### src/rtl/serial_subtractor_8bit_if.sv
// Purpose: request/result bundle between a requester and the bit-serial subtractor.
// Latency: none, wires only.
// Backpressure: none carried here; the requester watches busy/done.
interface serial_subtractor_8bit_if #(
    parameter int WIDTH = 8
);
    logic             start;
    logic [WIDTH-1:0] a;
    logic [WIDTH-1:0] b;
    logic [WIDTH-1:0] diff;
    logic             bout;
    logic             ovf;
    logic             busy;
    logic             done;

    // Requester side: issues operands, observes the result.
    modport master (
        output start, a, b,
        input  diff, bout, ovf, busy, done
    );

    // Subtractor side: consumes operands, produces the result.
    modport slave (
        input  start, a, b,
        output diff, bout, ovf, busy, done
    );
endinterface

### src/rtl/serial_subtractor_8bit.sv
// Purpose: bit-serial a - b, LSB first, with borrow-out and signed-overflow flags.
// Latency: WIDTH cycles from the accepting edge to the done pulse; WIDTH+2 between starts.
// Backpressure: start is only looked at in IDLE; requests during RUN/DONE are dropped.
module serial_subtractor_8bit #(
    parameter int WIDTH = 8
) (
    input  logic                    clk,
    input  logic                    rst_n,
    serial_subtractor_8bit_if.slave bus
);
    localparam int CW = (WIDTH > 1) ? $clog2(WIDTH) : 1;

    typedef enum logic [1:0] {
        IDLE = 2'd0,
        RUN  = 2'd1,
        DONE = 2'd2
    } state_t;

    state_t           state;
    state_t           state_nxt;

    logic [WIDTH-1:0] sa;
    logic [WIDTH-1:0] sb;
    logic [WIDTH-1:0] sr;
    logic             br;
    logic [CW-1:0]    cnt;
    logic             sign_a;
    logic             sign_b;

    logic [WIDTH-1:0] diff_q;
    logic             bout_q;
    logic             ovf_q;

    // Full-subtractor cell applied to the current LSBs.
    logic             x;
    logic             y;
    logic             d;
    logic             br_nxt;
    logic [WIDTH-1:0] sr_nxt;
    logic             last_bit;

    assign x        = sa[0];
    assign y        = sb[0];
    assign d        = x ^ y ^ br;
    assign br_nxt   = (~x & y) | (~(x ^ y) & br);
    assign sr_nxt   = {d, sr[WIDTH-1:1]};
    assign last_bit = (cnt == CW'(WIDTH - 1));

    // State register.
    always_ff @(posedge clk or negedge rst_n) begin
        if (!rst_n) begin
            state <= IDLE;
        end else begin
            state <= state_nxt;
        end
    end

    // Next-state: accept in IDLE, leave RUN after the MSB, DONE lasts one cycle.
    always_comb begin
        state_nxt = state;
        case (state)
            IDLE:    if (bus.start) state_nxt = RUN;
            RUN:     if (last_bit)  state_nxt = DONE;
            DONE:    state_nxt = IDLE;
            default: state_nxt = IDLE;
        endcase
    end

    // Datapath: capture operands, shift one bit per RUN cycle, publish on the last bit.
    always_ff @(posedge clk or negedge rst_n) begin
        if (!rst_n) begin
            sa     <= '0;
            sb     <= '0;
            sr     <= '0;
            br     <= 1'b0;
            cnt    <= '0;
            sign_a <= 1'b0;
            sign_b <= 1'b0;
            diff_q <= '0;
            bout_q <= 1'b0;
            ovf_q  <= 1'b0;
        end else begin
            case (state)
                IDLE: begin
                    if (bus.start) begin
                        sa     <= bus.a;
                        sb     <= bus.b;
                        sign_a <= bus.a[WIDTH-1];
                        sign_b <= bus.b[WIDTH-1];
                        br     <= 1'b0;
                        cnt    <= '0;
                    end
                end
                RUN: begin
                    sa  <= sa >> 1;
                    sb  <= sb >> 1;
                    sr  <= sr_nxt;
                    br  <= br_nxt;
                    cnt <= cnt + CW'(1);
                    if (last_bit) begin
                        // d is the result MSB here, so overflow needs no extra state.
                        diff_q <= sr_nxt;
                        bout_q <= br_nxt;
                        ovf_q  <= (sign_a != sign_b) & (d != sign_a);
                    end
                end
                default: ;
            endcase
        end
    end

    assign bus.diff = diff_q;
    assign bus.bout = bout_q;
    assign bus.ovf  = ovf_q;
    assign bus.busy = (state == RUN);
    assign bus.done = (state == DONE);
endmodule

### src/flat_wrapper.sv
// flat-port wrapper written by rule: the top's interface ports become plain ports
module serial_subtractor_8bit_flat 
#(
    parameter int WIDTH = 8
)
  (clk, rst_n, bus_start, bus_a, bus_b, bus_diff, bus_bout, bus_ovf, bus_busy, bus_done);
  serial_subtractor_8bit_if #(.WIDTH(WIDTH)) bus_i ();
  input  logic clk;
  input  logic rst_n;
  input wire logic [$bits(bus_i.start)-1:0] bus_start;
  input wire logic [$bits(bus_i.a)-1:0] bus_a;
  input wire logic [$bits(bus_i.b)-1:0] bus_b;
  output wire logic [$bits(bus_i.diff)-1:0] bus_diff;
  output wire logic [$bits(bus_i.bout)-1:0] bus_bout;
  output wire logic [$bits(bus_i.ovf)-1:0] bus_ovf;
  output wire logic [$bits(bus_i.busy)-1:0] bus_busy;
  output wire logic [$bits(bus_i.done)-1:0] bus_done;
  assign bus_i.start = bus_start;
  assign bus_i.a = bus_a;
  assign bus_i.b = bus_b;
  assign bus_diff = bus_i.diff;
  assign bus_bout = bus_i.bout;
  assign bus_ovf = bus_i.ovf;
  assign bus_busy = bus_i.busy;
  assign bus_done = bus_i.done;
  serial_subtractor_8bit #(.WIDTH(WIDTH)) u_core (.clk(clk), .rst_n(rst_n), .bus(bus_i));
endmodule
### config.mk
export PLATFORM = sky130hd
export DESIGN_NAME = serial_subtractor_8bit_flat
export DESIGN_NICKNAME = d
export VERILOG_FILES = /design/src/rtl/serial_subtractor_8bit_if.sv /design/src/rtl/serial_subtractor_8bit.sv /design/src/flat_wrapper.sv
export SDC_FILE = /design/constraint.sdc
export NUM_CORES = 1
export LEC_CHECK = 0
export ABC_AREA = 1
export CAP_MARGIN = 25
export CORE_MARGIN = 8
export CORE_UTILIZATION = 41
export CTS_CLUSTER_DIAMETER = 120
export DETAILED_ROUTE_END_ITERATION = 12
export PLACE_DENSITY_LB_ADDON = 0.25
export SLEW_MARGIN = 20
export SYNTH_ARGS = -nofsm -noshare
export SYNTH_HDL_FRONTEND = slang
export SYNTH_SLANG_ARGS = --single-unit
export TNS_END_PERCENT = 30
### constraint.sdc
create_clock -name clk -period 2.95 [get_ports clk]
set_input_delay 0.4425 -clock clk [delete_from_list [all_inputs] [get_ports clk]]
set_output_delay 0.4425 -clock clk [all_outputs]
set_load 0.01 [all_outputs]
==> impl_metrics.env, run 1 <==
export IMPL_portBuffers=30
export IMPL_tightest_slew_ps=607.3
export IMPL_power_frac_seq_pct=38.6
export IMPL_drcViolationCount=0
export IMPL_antenna_cells=0
export IMPL_rsz0062_at_grt="false"
export IMPL_nets=281
export IMPL_arrival_ps=1660
export IMPL_fin_crit_sh_pct=71.42
export IMPL_wl_met3_um=166
export IMPL_clk_pin_slew_worst_paths_ps=80
export IMPL_reg2reg_from="u_core.state[1]"
export IMPL_avgSynthCellArea_um2=9.157
export IMPL_powerDensity_nw_per_um2=1024
export IMPL_final_common_cell="nand2_1"
export IMPL_reg2regPathDepth=5
export IMPL_hold_ws_ps=29.80
export IMPL_setup_tns_ps=0
export IMPL_power_mw=2.570
export IMPL_ys_seq_area_share_pct=48.29
export IMPL_design_area_um2=2509
export IMPL_cp_start_kind="flop"
export IMPL_grt_antenna_before_repair=0
export IMPL_antenna_left=0
export IMPL_avgRoutedWirePerCell_um=11.85
export IMPL_die_w_um=87.99
export IMPL_dieArea_um2=7741
export IMPL_max_slew_margin_pct=59.47
export IMPL_slew_viol_final=0
export IMPL_cts_hold_buffers=0
export IMPL_seqCellArea_um2=1026
export IMPL_fill_cells=505
export IMPL_routed_top_layer="met4"
export IMPL_hold_class="in2async"
export IMPL_swShare_pct=39.58
export IMPL_finClkSkew_ps=5.097
export IMPL_synth_fp_nets=254
export IMPL_die_h_um=87.99
export IMPL_power_share_clock_pct=17.6
export IMPL_pin_count=31
export IMPL_wl_mm=3.912
export IMPL_internal_power_mw=1.553
export IMPL_htree_levels=2
export IMPL_cts_sinks=41
export IMPL_ys_ff_latch=41
export IMPL_switching_power_mw=1.017
export IMPL_grtUsageTotal_pct=11.16
export IMPL_p_leak_nw=1.250
export IMPL_routed_wl_met2_mm=1.807
export IMPL_synthCells=232
export IMPL_end_kind="primary output"
export IMPL_setup_slack_ps=843.2
export IMPL_fp_row_count=26
export IMPL_fmax_mhz=474.7
export IMPL_routed_via_density=4.624
export IMPL_gp_congestion=0.7496
export IMPL_grt_max_degree=50
export IMPL_drt_first_pass_iters=4
export IMPL_dp_hpwl_mm=2.552
export IMPL_clk_latency_ps=290
export IMPL_core_um2=5042
export IMPL_worstReg2RegEnd="u_core.sb[1]"
export IMPL_drive_above_1_share_pct=17.31
export IMPL_critPathMaxFanout=10
export IMPL_grt_pass1_vias=1512
export IMPL_syn_area_um2=2125
export IMPL_startpoint="u_core.state[0]"
export IMPL_cts_buffers=5
export IMPL_clockBufferDepth=2
export IMPL_finalCriticalPeriod_ps=2107
export IMPL_drt_iter0_markers=104
export IMPL_grt_pass1_wl_mm=6.837
export IMPL_vias=1526
export IMPL_multiInputGateArea_um2=800.8
export IMPL_ys_types=21
export IMPL_crit_type="reg2out"
export IMPL_power_frac_comb_pct=43.9
export IMPL_drt_met1_wl_mm=1.896
export IMPL_vdd_ir_drop_max_mv=0.4186
export IMPL_status="finished, final reports clean"
export IMPL_cts_resized=0
export IMPL_post_cts_buffers=0
export IMPL_grt_overflow=0
export IMPL_maxCapViolations=0
export IMPL_place_area_um2=2377
export IMPL_ys_warnings_count=0
export IMPL_initial_core_util_pct=42.13
export IMPL_critPathRequiredTime_ps=2510
export IMPL_cts_root_buffer="clkbuf_8"
export IMPL_crit_end="bus_busy"
export IMPL_cts_tree="yes"
export IMPL_pre_cts_slack_ps=1139
export IMPL_area_delta_synth_final_pct=18.08
export IMPL_hold_viol=0
export IMPL_r2r_setup_slack_ps=1220
export IMPL_final_cell_mix="56 x nand2_1, 41 x dfrtp_1, 40 x inv_1"
export IMPL_setup_viol=0
==> how the worst min path moves through the flow <==
stage / start / endpoint / slack [ps]
final: rst_n / u_core.bus.ovf / 30
after global routing: rst_n / u_core.bus.ovf / 40
after CTS: rst_n / u_core.bus.ovf / 310
after detailed placement: u_core.sr[1] / u_core.bus.diff[0] / 470
after global placement: u_core.sr[1] / u_core.bus.diff[0] / 460
after floorplan: rst_n / u_core.br / 150
==> flip-flops by register name, indices dropped and copies added, names as in the netlist <==
signal and flops:
u_core.bus.diff 8, u_core.sb 8, u_core.sign_a 1, u_core.sign_b 1, u_core.cnt 3, u_core.bus.bout 1, u_core.bus.ovf 1, u_core.sa 8
u_core.br 1, u_core.sr 7, u_core.state 2
==> per-stage QoR <==
step / cells / utilization, %
3_5_place_dp: 321 / 47.15
5_1_grt: 330 / 49.75
4_1_cts: 329 / 49.35
3_3_place_gp: 321 / 47.15
6_report: 330 / 49.75
2_1_floorplan: 232 / -
==> power groups by stage <==
stage | sequential (mW) | clock (mW) | combinational, mW
after floorplan | 0.988 | 0 | 0.924
after global placement | 0.996 | 0 | 1.12
after detailed placement | 1.00 | 0 | 1.14
after CTS | 0.995 | 0.465 | 1.15
after global routing | 1.03 | 0.494 | 1.28
final | 0.991 | 0.451 | 1.13
==> cells by family (layout without fill, tap and decap cells) <==
family | Yosys count | in the layout | share of synthesized area (%)
AO/OA/AOI/OAI | 22 | 22 | 7.479
adder cells (fa/ha/maj) | 3 | 3 | 2.120
buffers and inverters | 54 | 82 | 14.02
flip-flops | 41 | 41 | 48.29
AND/OR/NAND/NOR | 112 | 112 | 28.09
==> Yosys cell counts <==
cell	count	area share [%]
nor2_1	2	0.35
nor2_4	2	1.1
nand2_4	4	2.1
o21ai_2	11	4.5
inv_4	1	0.29
ha_1	2	1.2
nand2_1	56	9.9
dfrtp_1	41	48
a21oi_1	1	0.24
nor2_2	1	0.29
inv_1	40	7.1
o22ai_2	1	0.59
buf_2	5	1.2
buf_6	2	1.1
buf_8	2	1.4
inv_2	1	0.18
o21ai_0	9	2.1
buf_12	3	2.8
nand3_1	33	7.8
fa_1	1	0.94
nand3_2	14	6.6
==> layer usage <==
layer / track usage (%) / vias to the layer above
met4: 3.281 / 0
li1: - / 772
met3: 3.565 / 4
met2: 17.51 / 26
met5: 0 / -
met1: 14.22 / 724
==> layout make-up <==
class / count / share of cell area [%]
Tap cell: 70 / 3.491
Timing Repair Buffer: 32 / 12.87
Sequential cell: 41 / 40.90
Multi-Input combinational cell: 137 / 31.92
Inverter: 42 / 6.384
Clock buffer: 6 / 2.893
Clock inverter: 2 / 1.546
==> worst max-delay path: stages, from the launching register on <==
cell and delay (ps):
dfrtp_1 600, inv_4 50, nor2_4 160, clkdlybuf4s50_1 570
Note: power is estimated with default switching activity, not from simulation.
==> run 2: changes to the inputs <==
Clock period 2.95 ns to 2.2 ns, I/O delays scaled along.
==> run 2 against run 1 <==
The flow now finishes with violations (negative hold slack); largest power group unchanged; hold slack got worse by 31 ps; register-to-register slack got worse by 650 ps; highest routed layer unchanged; global-route usage increased by 0.16 points; sequential share of layout area increased by 0.23 points; critical path depth unchanged; critical path type unchanged; combinational power increased by 36%; flip-flop and latch count unchanged.
==> impl_metrics.env, run 2 (same netlist as run 1, synthesis figures left out) <==
export IMPL_status="finished with violations"
export IMPL_violations="negative hold slack"
export IMPL_initial_core_util_pct=42.13
export IMPL_critPathMaxFanout=7
export IMPL_post_cts_buffers=0
export IMPL_grt_max_degree=42
export IMPL_place_area_um2=2412
export IMPL_design_area_um2=2495
export IMPL_cp_start_kind="flop"
export IMPL_grt_antenna_before_repair=0
export IMPL_final_common_cell="nand2_1"
export IMPL_setup_viol=0
export IMPL_cts_sinks=41
export IMPL_pre_cts_slack_ps=595.3
export IMPL_cts_tree="yes"
export IMPL_setup_slack_ps=304.3
export IMPL_dp_hpwl_mm=2.656
export IMPL_power_frac_seq_pct=39.7
export IMPL_fin_crit_sh_pct=86.17
export IMPL_drt_iter0_markers=69
export IMPL_path_buf_inv=2
export IMPL_p_leak_nw=1.249
export IMPL_clk_pin_slew_worst_paths_ps=80
export IMPL_grt_use_met2_pct=17.44
export IMPL_gr_usage_met3_pct=3.002
export IMPL_grt_pass1_wl_mm=6.913
export IMPL_power_frac_comb_pct=46.1
export IMPL_met1_usage_pct=14.39
export IMPL_cp_slowest_cell="clkdlybuf4s50_1"
export IMPL_dieArea_um2=7741
export IMPL_die_h_um=87.99
export IMPL_tightest_slew_ps=348.4
export IMPL_die_w_um=87.99
export IMPL_arrival_ps=1570
export IMPL_cts_root_buffer="clkbuf_8"
export IMPL_hold_viol=3
export IMPL_grt_pass1_vias=1534
export IMPL_cts_resized=0
export IMPL_antenna_cells=0
export IMPL_drive_above_1_share_pct=17.94
export IMPL_critPathRequiredTime_ps=1870
export IMPL_vias=1504
export IMPL_antenna_left=0
export IMPL_finClkSkew_ps=6.272
export IMPL_clk_latency_ps=290
export IMPL_powerDensity_nw_per_um2=1340
export IMPL_final_cell_mix="56 x nand2_1, 41 x dfrtp_1, 40 x inv_1"
export IMPL_grt_overflow=0
export IMPL_cts_hold_buffers=0
export IMPL_drt_first_pass_iters=4
export IMPL_cp_top_family="buffers and inverters"
export IMPL_max_stage_delay_ps=570
export IMPL_path_cells="inv_4 > nor2_4 > clkdlybuf4s50_1"
export IMPL_max_slew_margin_pct=76.75
export IMPL_finalCriticalPeriod_ps=1896
export IMPL_fp_row_count=26
export IMPL_end_kind="primary output"
export IMPL_fill_cells=489
export IMPL_clockBufferDepth=2
export IMPL_swShare_pct=40.61
export IMPL_fmax_mhz=527.5
export IMPL_vdd_ir_drop_max_mv=0.4892
export IMPL_internal_power_mw=1.985
export IMPL_power_share_clock_pct=14.2
export IMPL_cts_buffers=5
export IMPL_avgRoutedWirePerCell_um=11.67
export IMPL_nets=283
export IMPL_htree_levels=2
export IMPL_slew_viol_final=0
export IMPL_pin_count=31
export IMPL_gp_congestion=0.7392
export IMPL_crit_type="reg2out"
export IMPL_rsz0062_at_grt="false"
export IMPL_routed_via_density=4.530
export IMPL_drcViolationCount=0
export IMPL_switching_power_mw=1.357
export IMPL_setup_tns_ps=0
export IMPL_grtUsageTotal_pct=11.32
export IMPL_portBuffers=30
export IMPL_area_delta_synth_final_pct=17.43
export IMPL_core_um2=5042
export IMPL_hold_ws_ps=-1.410
export IMPL_wl_mm=3.876
export IMPL_hold_class="in2async"
export IMPL_grt_busiest_layer="met2"
export IMPL_maxCapViolations=0
run 2: worst reg2reg max path, stage by stage, from the launching register on:
cell	delay, ps
dfrtp_1	480
buf_4	240
nand2_4	270
buf_4	290
nand2_1	100
nand3_1	90
nand2_1	50
run 2: final timing paths:
check                      cells after the start       startpoint                  to  slack [ps]
setup / recovery                               3  u_core.state[0]            bus_busy         300
hold / removal                                 2            rst_n  u_core.bus.diff[0]          -1
setup reg to reg                               6  u_core.state[0]        u_core.sa[0]         570
hold reg to reg                                2     u_core.sr[1]  u_core.bus.diff[0]         480
max in group asynchronous                      2            rst_n        u_core.sb[5]        2000
min in group clk                               2     u_core.sr[1]  u_core.bus.diff[0]         480
run 2: metrics by stage:
| stage | hold WS, ps | std cells | power (mW) | util (%) |
|---|---|---|---|---|
| global placement | 318.0 | 324 | 2.871 | 47.84 |
| global route | 9.711 | 332 | 3.654 | 49.48 |
| floorplan | 34.41 | 232 | 2.564 | - |
| finish | -1.410 | 332 | 3.342 | 49.48 |
| detailed placement | 321.8 | 324 | 2.908 | 47.84 |
| CTS | 1.229 | 332 | 3.393 | 49.48 |
run 2: layout make-up:
| class | instances | area, µm² | area share (%) |
|---|---|---|---|
| clock buffers | 6 | 72.57 | 2.909 |
| clock inverters | 2 | 10.01 | 0.4012 |
| inverters | 42 | 160.2 | 6.419 |
| multi-input cells | 137 | 800.8 | 32.10 |
| flip-flops and latches | 41 | 1026 | 41.12 |
| well taps | 70 | 87.58 | 3.511 |
| repair buffers | 34 | 337.8 | 13.54 |
run 2: power by group through the flow:
stage / Sequential (mW) / Combinational (mW) / Clock (mW)
3_3_place_gp: 1.33 / 1.54 / 0
3_5_place_dp: 1.33 / 1.57 / 0
6_report: 1.33 / 1.54 / 0.475
4_1_cts: 1.33 / 1.57 / 0.493
2_1_floorplan: 1.32 / 1.24 / 0
5_1_grt: 1.37 / 1.76 / 0.522
run 2: layer usage:
metal / vias up / routed length, µm
met2: 23 / 1745
met4: 0 / 69
li1: 778 / -
met1: 696 / 1915
met5: - / 0
met3: 7 / 145
